### src/rtl/pipelined_adder.sv
// rtl/pipelined_adder.sv - segmented ripple-carry adder/subtractor, one SEG_W segment per stage
module pipelined_adder #(
   parameter int WIDTH = 16,
   parameter int SEG_W = 4
) (
   input  logic             sys_clk,
   input  logic             sys_rst,
   input  logic             in_valid,
   output logic             in_ready,
   input  logic [WIDTH-1:0] in1,
   input  logic [WIDTH-1:0] in2,
   input  logic             cin,
   input  logic             sub,
   output logic             out_valid,
   input  logic             out_ready,
   output logic [WIDTH-1:0] sum,
   output logic             count,
   output logic             ovf
);
   localparam int STAGES = WIDTH / SEG_W;

   logic stall;

   if ((WIDTH % SEG_W) != 0) begin : g_bad_width
      $error("pipelined_adder: WIDTH must be a multiple of SEG_W");
   end

   assign stall    = out_valid & ~out_ready;
   assign in_ready = ~stall;

   for (genvar k = 0; k < STAGES; k++) begin : g_stage
      // Operands are shifted down as they travel, so each stage always adds the low segment.
      localparam int RW = WIDTH - k * SEG_W;

      logic                   v_in;
      logic                   c_in;
      logic [RW-1:0]          a_in;
      logic [RW-1:0]          b_in;
      logic [SEG_W:0]         seg_sum;
      logic                   v_q;
      logic                   c_q;
      logic [(k+1)*SEG_W-1:0] s_q;

      if (k == 0) begin : g_first
         assign v_in = in_valid;
         assign c_in = sub | cin;
         assign a_in = in1;
         assign b_in = sub ? ~in2 : in2;
      end else begin : g_next
         assign v_in = g_stage[k-1].v_q;
         assign c_in = g_stage[k-1].c_q;
         assign a_in = g_stage[k-1].g_skew.a_q;
         assign b_in = g_stage[k-1].g_skew.b_q;
      end

      assign seg_sum = {1'b0, a_in[SEG_W-1:0]} + {1'b0, b_in[SEG_W-1:0]}
                     + {{SEG_W{1'b0}}, c_in};

      always_ff @(posedge sys_clk) begin
         if (sys_rst) begin
            v_q <= 1'b0;
            c_q <= 1'b0;
         end else if (!stall) begin
            v_q <= v_in;
            c_q <= seg_sum[SEG_W];
         end
      end

      // Result deskew: finished low segments ride along below the newest one.
      if (k == 0) begin : g_sum_first
         always_ff @(posedge sys_clk) begin
            if (sys_rst)
               s_q <= '0;
            else if (!stall)
               s_q <= seg_sum[SEG_W-1:0];
         end
      end else begin : g_sum_next
         always_ff @(posedge sys_clk) begin
            if (sys_rst)
               s_q <= '0;
            else if (!stall)
               s_q <= {seg_sum[SEG_W-1:0], g_stage[k-1].s_q};
         end
      end

      if (k < STAGES - 1) begin : g_skew
         logic [RW-SEG_W-1:0] a_q;
         logic [RW-SEG_W-1:0] b_q;

         always_ff @(posedge sys_clk) begin
            if (sys_rst) begin
               a_q <= '0;
               b_q <= '0;
            end else if (!stall) begin
               a_q <= a_in[RW-1:SEG_W];
               b_q <= b_in[RW-1:SEG_W];
            end
         end
      end

      if (k == STAGES - 1) begin : g_last
         logic ovf_q;
         logic msb_carry_in;

         // Carry into the MSB recovered from the MSB sum bit: s = a ^ b ^ c.
         assign msb_carry_in = a_in[SEG_W-1] ^ b_in[SEG_W-1] ^ seg_sum[SEG_W-1];

         always_ff @(posedge sys_clk) begin
            if (sys_rst)
               ovf_q <= 1'b0;
            else if (!stall)
               ovf_q <= msb_carry_in ^ seg_sum[SEG_W];
         end
      end
   end

   assign out_valid = g_stage[STAGES-1].v_q;
   assign sum       = g_stage[STAGES-1].s_q;
   assign count     = g_stage[STAGES-1].c_q;
   assign ovf       = g_stage[STAGES-1].g_last.ovf_q;

endmodule

### config.mk
export PLATFORM = sky130hd
export DESIGN_NAME = pipelined_adder
export DESIGN_NICKNAME = d
export VERILOG_FILES = /design/src/rtl/pipelined_adder.sv
export SDC_FILE = /design/constraint.sdc
export NUM_CORES = 1
export LEC_CHECK = 0
export ABC_AREA = 1
export CAP_MARGIN = 10
export CORE_MARGIN = 1
export CORE_UTILIZATION = 50
export DETAILED_ROUTE_END_ITERATION = 16
export DONT_BUFFER_PORTS = 1
export HOLD_SLACK_MARGIN = 0.02
export PLACE_DENSITY = 0.67
export REMOVE_ABC_BUFFERS = 1
export SKIP_CTS_REPAIR_TIMING = 1
export SLEW_MARGIN = 5
export SYNTH_ARGS = -nofsm -noshare
export SYNTH_HDL_FRONTEND = slang
export SYNTH_SLANG_ARGS = --single-unit
### constraint.sdc
create_clock -name sys_clk -period 2.59 [get_ports sys_clk]
set_clock_uncertainty 0.15 [all_clocks]
set_input_delay 0.518 -clock sys_clk [delete_from_list [all_inputs] [get_ports sys_clk]]
set_output_delay 0.518 -clock sys_clk [all_outputs]
set_load 0.005 [all_outputs]
==> reports/results.ini <==
[outcome]
status = complete, no violations

[timing]
rsz0062_at_grt = false
worst_pin_slew_ps = 689
finalCriticalPeriod_ps = 2180
setup_tns_ps = 0
slew_violations = 0
relSlewSlack_pct = 54.1
fin_hold_ws_ps = 68.7
finalHoldViolCount = 0
timing.final.crit_share_pct = 84.4
timing.fmax_mhz = 458
layout_setup_ws_ps = 405
setup_viol = 0

[clock_network]
cts_sinks = 97
cts_root_buffer = clkbuf_8
cts_tree = built
path_clk_slew_ps = 90
cts_buffer_depth = 2
h-tree-depth = 3
numCtsBuffers = 9
insertion_delay_ps = 360

[layout]
layout_common_cells = nor2_1 (137), dfxtp_1 (97), o21ai_0 (92), nand2_1 (36), inv_1 (29)
final_common_cell = nor2_1
antennaDiodeCount = 0
seqCellArea_um2 = 1940
multi_input_area_um2 = 1860
fin_nets = 559
fin_util_pct = 55.1
syn2layout_area_growth_pct = 5.27
drive_gt1_share_pct = 5.35
fillCellCount = 788

[placed_design]
globalplace.congestion = 0.782
port-buffer-count = 0
post-dp-hpwl_um = 4470
dp_slack_ps = 562

[worst_setup_path]
critPathMaxStageDelay_ps = 350
r2r_cells = 10
crit_path_end = in_ready
crit_fanout = 65
crit_cells = 4
worst_setup_path_start_kind = register
end_kind = output port
slowest_stage = dfxtp_1
worstPathRequired_ps = 1920
crit_arrival_ps = 1520
rr_endpoint = count
ff2ff_setup_slack_ps = 770
cp-startpoint = out_valid
r2r-start = g_stage[2].c_q
criticalPathCategory = register to output port
crit_family = buffers and inverters
crit_path_cell_trace = inv_1 > nor2_4 > clkinv_2 > buf_12
crit_buf_inv = 3

[yosys]
synthMuxAreaShare_pct = 0
synth_top_family_by_area = simple AND/OR/NAND/NOR gates
netlist_instances = 518
synth_fa_ha_area_share_pct = 7.55
synth.avg_cell_area_um2 = 7.93
ys_seq_area_share_pct = 47.3
synth_seq_cells = 97
synthSimpleGateAreaFrac_pct = 18.8
synth_cell_types = 25
syn_area_um2 = 4110
synth-xor-area-share_pct = 2.77
synth_warnings = 0
synth_compound_gate_area_share_pct = 16.1

[hold_path]
hold_path_class = primary input to register
min_path_cells = 1

[routing]
vias_per_cell = 5.11
wl_per_cell_um = 12.1
wl_um = 7370
drt-met1-wl_um = 3490
final_antenna_net_count = 0
top_layer_used = met4
drc = 0
vias = 3103
dr.first_iter.drc_count = 132
wl_met3_um = 266
drt_pass1_iterations = 4
met2_length_um = 3440

[global_routing]
grt_pass1_wl_um = 12900
grt_max_degree = 97
grt_usage_pct = 18.8
antenna_found_initial = 0
grt_overflow = 0
grt_pass1_vias = 3028

[floorplanning]
boundaryPins = 58
core_um2 = 7850
fp.dieW_um = 92.6
start_util_pct = 52.3
die_h_um = 92.6
rows = 32
die_area_um2 = 8580

[power_and_ir_drop]
p_leak_nw = 2.05
ir_drop_mv = 0.362
power.density_nw_per_um2 = 696

[run]
cap_violations = 0

==> synthesized netlist by cell type <==
cell      count  area (um2)
nor2_1      137         514
buf_6         3        33.8
or2_1         4        25.0
buf_2        11        55.1
o21ai_0      92         460
clkbuf_2      2        10.0
clkbuf_1      9        33.8
a31oi_1       6        37.5
o21ai_1       5        25.0
nor2_4        1        11.3
nand3_1      11        55.1
xnor2_1       8        70.1
inv_1        29         109
ha_1         12         150
xor2_1        5        43.8
buf_4         7        52.6
o211ai_1      1        7.51
a21oi_1      25         125
or2_2         4        25.0
nand2_1      36         135
o21a_1        1        7.51
nand3b_1      1        7.51
inv_2         3        11.3
dfxtp_1      97        1940
fa_1          8         160
==> per-stage QoR <==
step | instances | total power [mW] | cell area [um2]
2_1_floorplan | 486 | 1.90 | 3920
4_1_cts | 607 | 3.04 | 4320
3_5_place_dp | 592 | 1.97 | 4110
5_1_grt | 607 | 3.17 | 4320
3_3_place_gp | 592 | 1.96 | 4110
6_report | 607 | 3.01 | 4320
==> final cells by class <==
class / instances / area share (%)
clock buffers: 10 / 3.18
flip-flops and latches: 97 / 44.9
clock inverters: 5 / 1.85
inverters: 32 / 2.81
well taps: 102 / 2.95
multi-input cells: 357 / 43.0
repair buffers: 4 / 1.27
==> state kept, by name, indices dropped and copies added (netlist names) <==
name / count
g_stage.c_q: 3
g_stage.v_q: 3
g_stage.s_q: 24
g_stage.g_skew.b_q: 24
sum: 16
count: 1
out_valid: 1
g_stage.g_skew.a_q: 24
ovf: 1
==> logic make-up after synthesis <==
family,after synthesis
buf+inv,64
xor+xnor,13
flops,97
compound gates,130
simple gates,194
fa+ha+maj,20
==> report_power, final <==
group          leakage (nW)  switching, mW  total, mW  internal, mW
Sequential            0.798         0.0580       1.66          1.61
Clock                 0.104          0.511       1.07         0.563
Combinational          1.15          0.156      0.272         0.116
==> worst reg2reg max path, cell delays in order, from the launching register on <==
cell	delay [ps]
dfxtp_1	340
fa_1	460
inv_1	90
fa_1	200
inv_1	60
nand2_1	90
nand2_1	60
nand2_1	80
nand2_1	60
o211ai_1	90
inv_1	50
==> per-layer routing <==
layer | track usage [%] | up-vias
met4 | 9.36 | 0
met3 | 4.43 | 16
met5 | 0 | -
met2 | 31.5 | 51
li1 | - | 1623
met1 | 22.6 | 1413
==> how the worst min path moves through the flow <==
stage | from | end
3_3_place_gp | g_stage[2].v_q | g_stage[2].v_q
2_1_floorplan | g_stage[2].v_q | out_valid
5_1_grt | sys_rst | out_valid
4_1_cts | sys_rst | out_valid
6_report | sys_rst | out_valid
3_5_place_dp | g_stage[2].v_q | g_stage[2].v_q
Power figures use the tool's default switching activity.
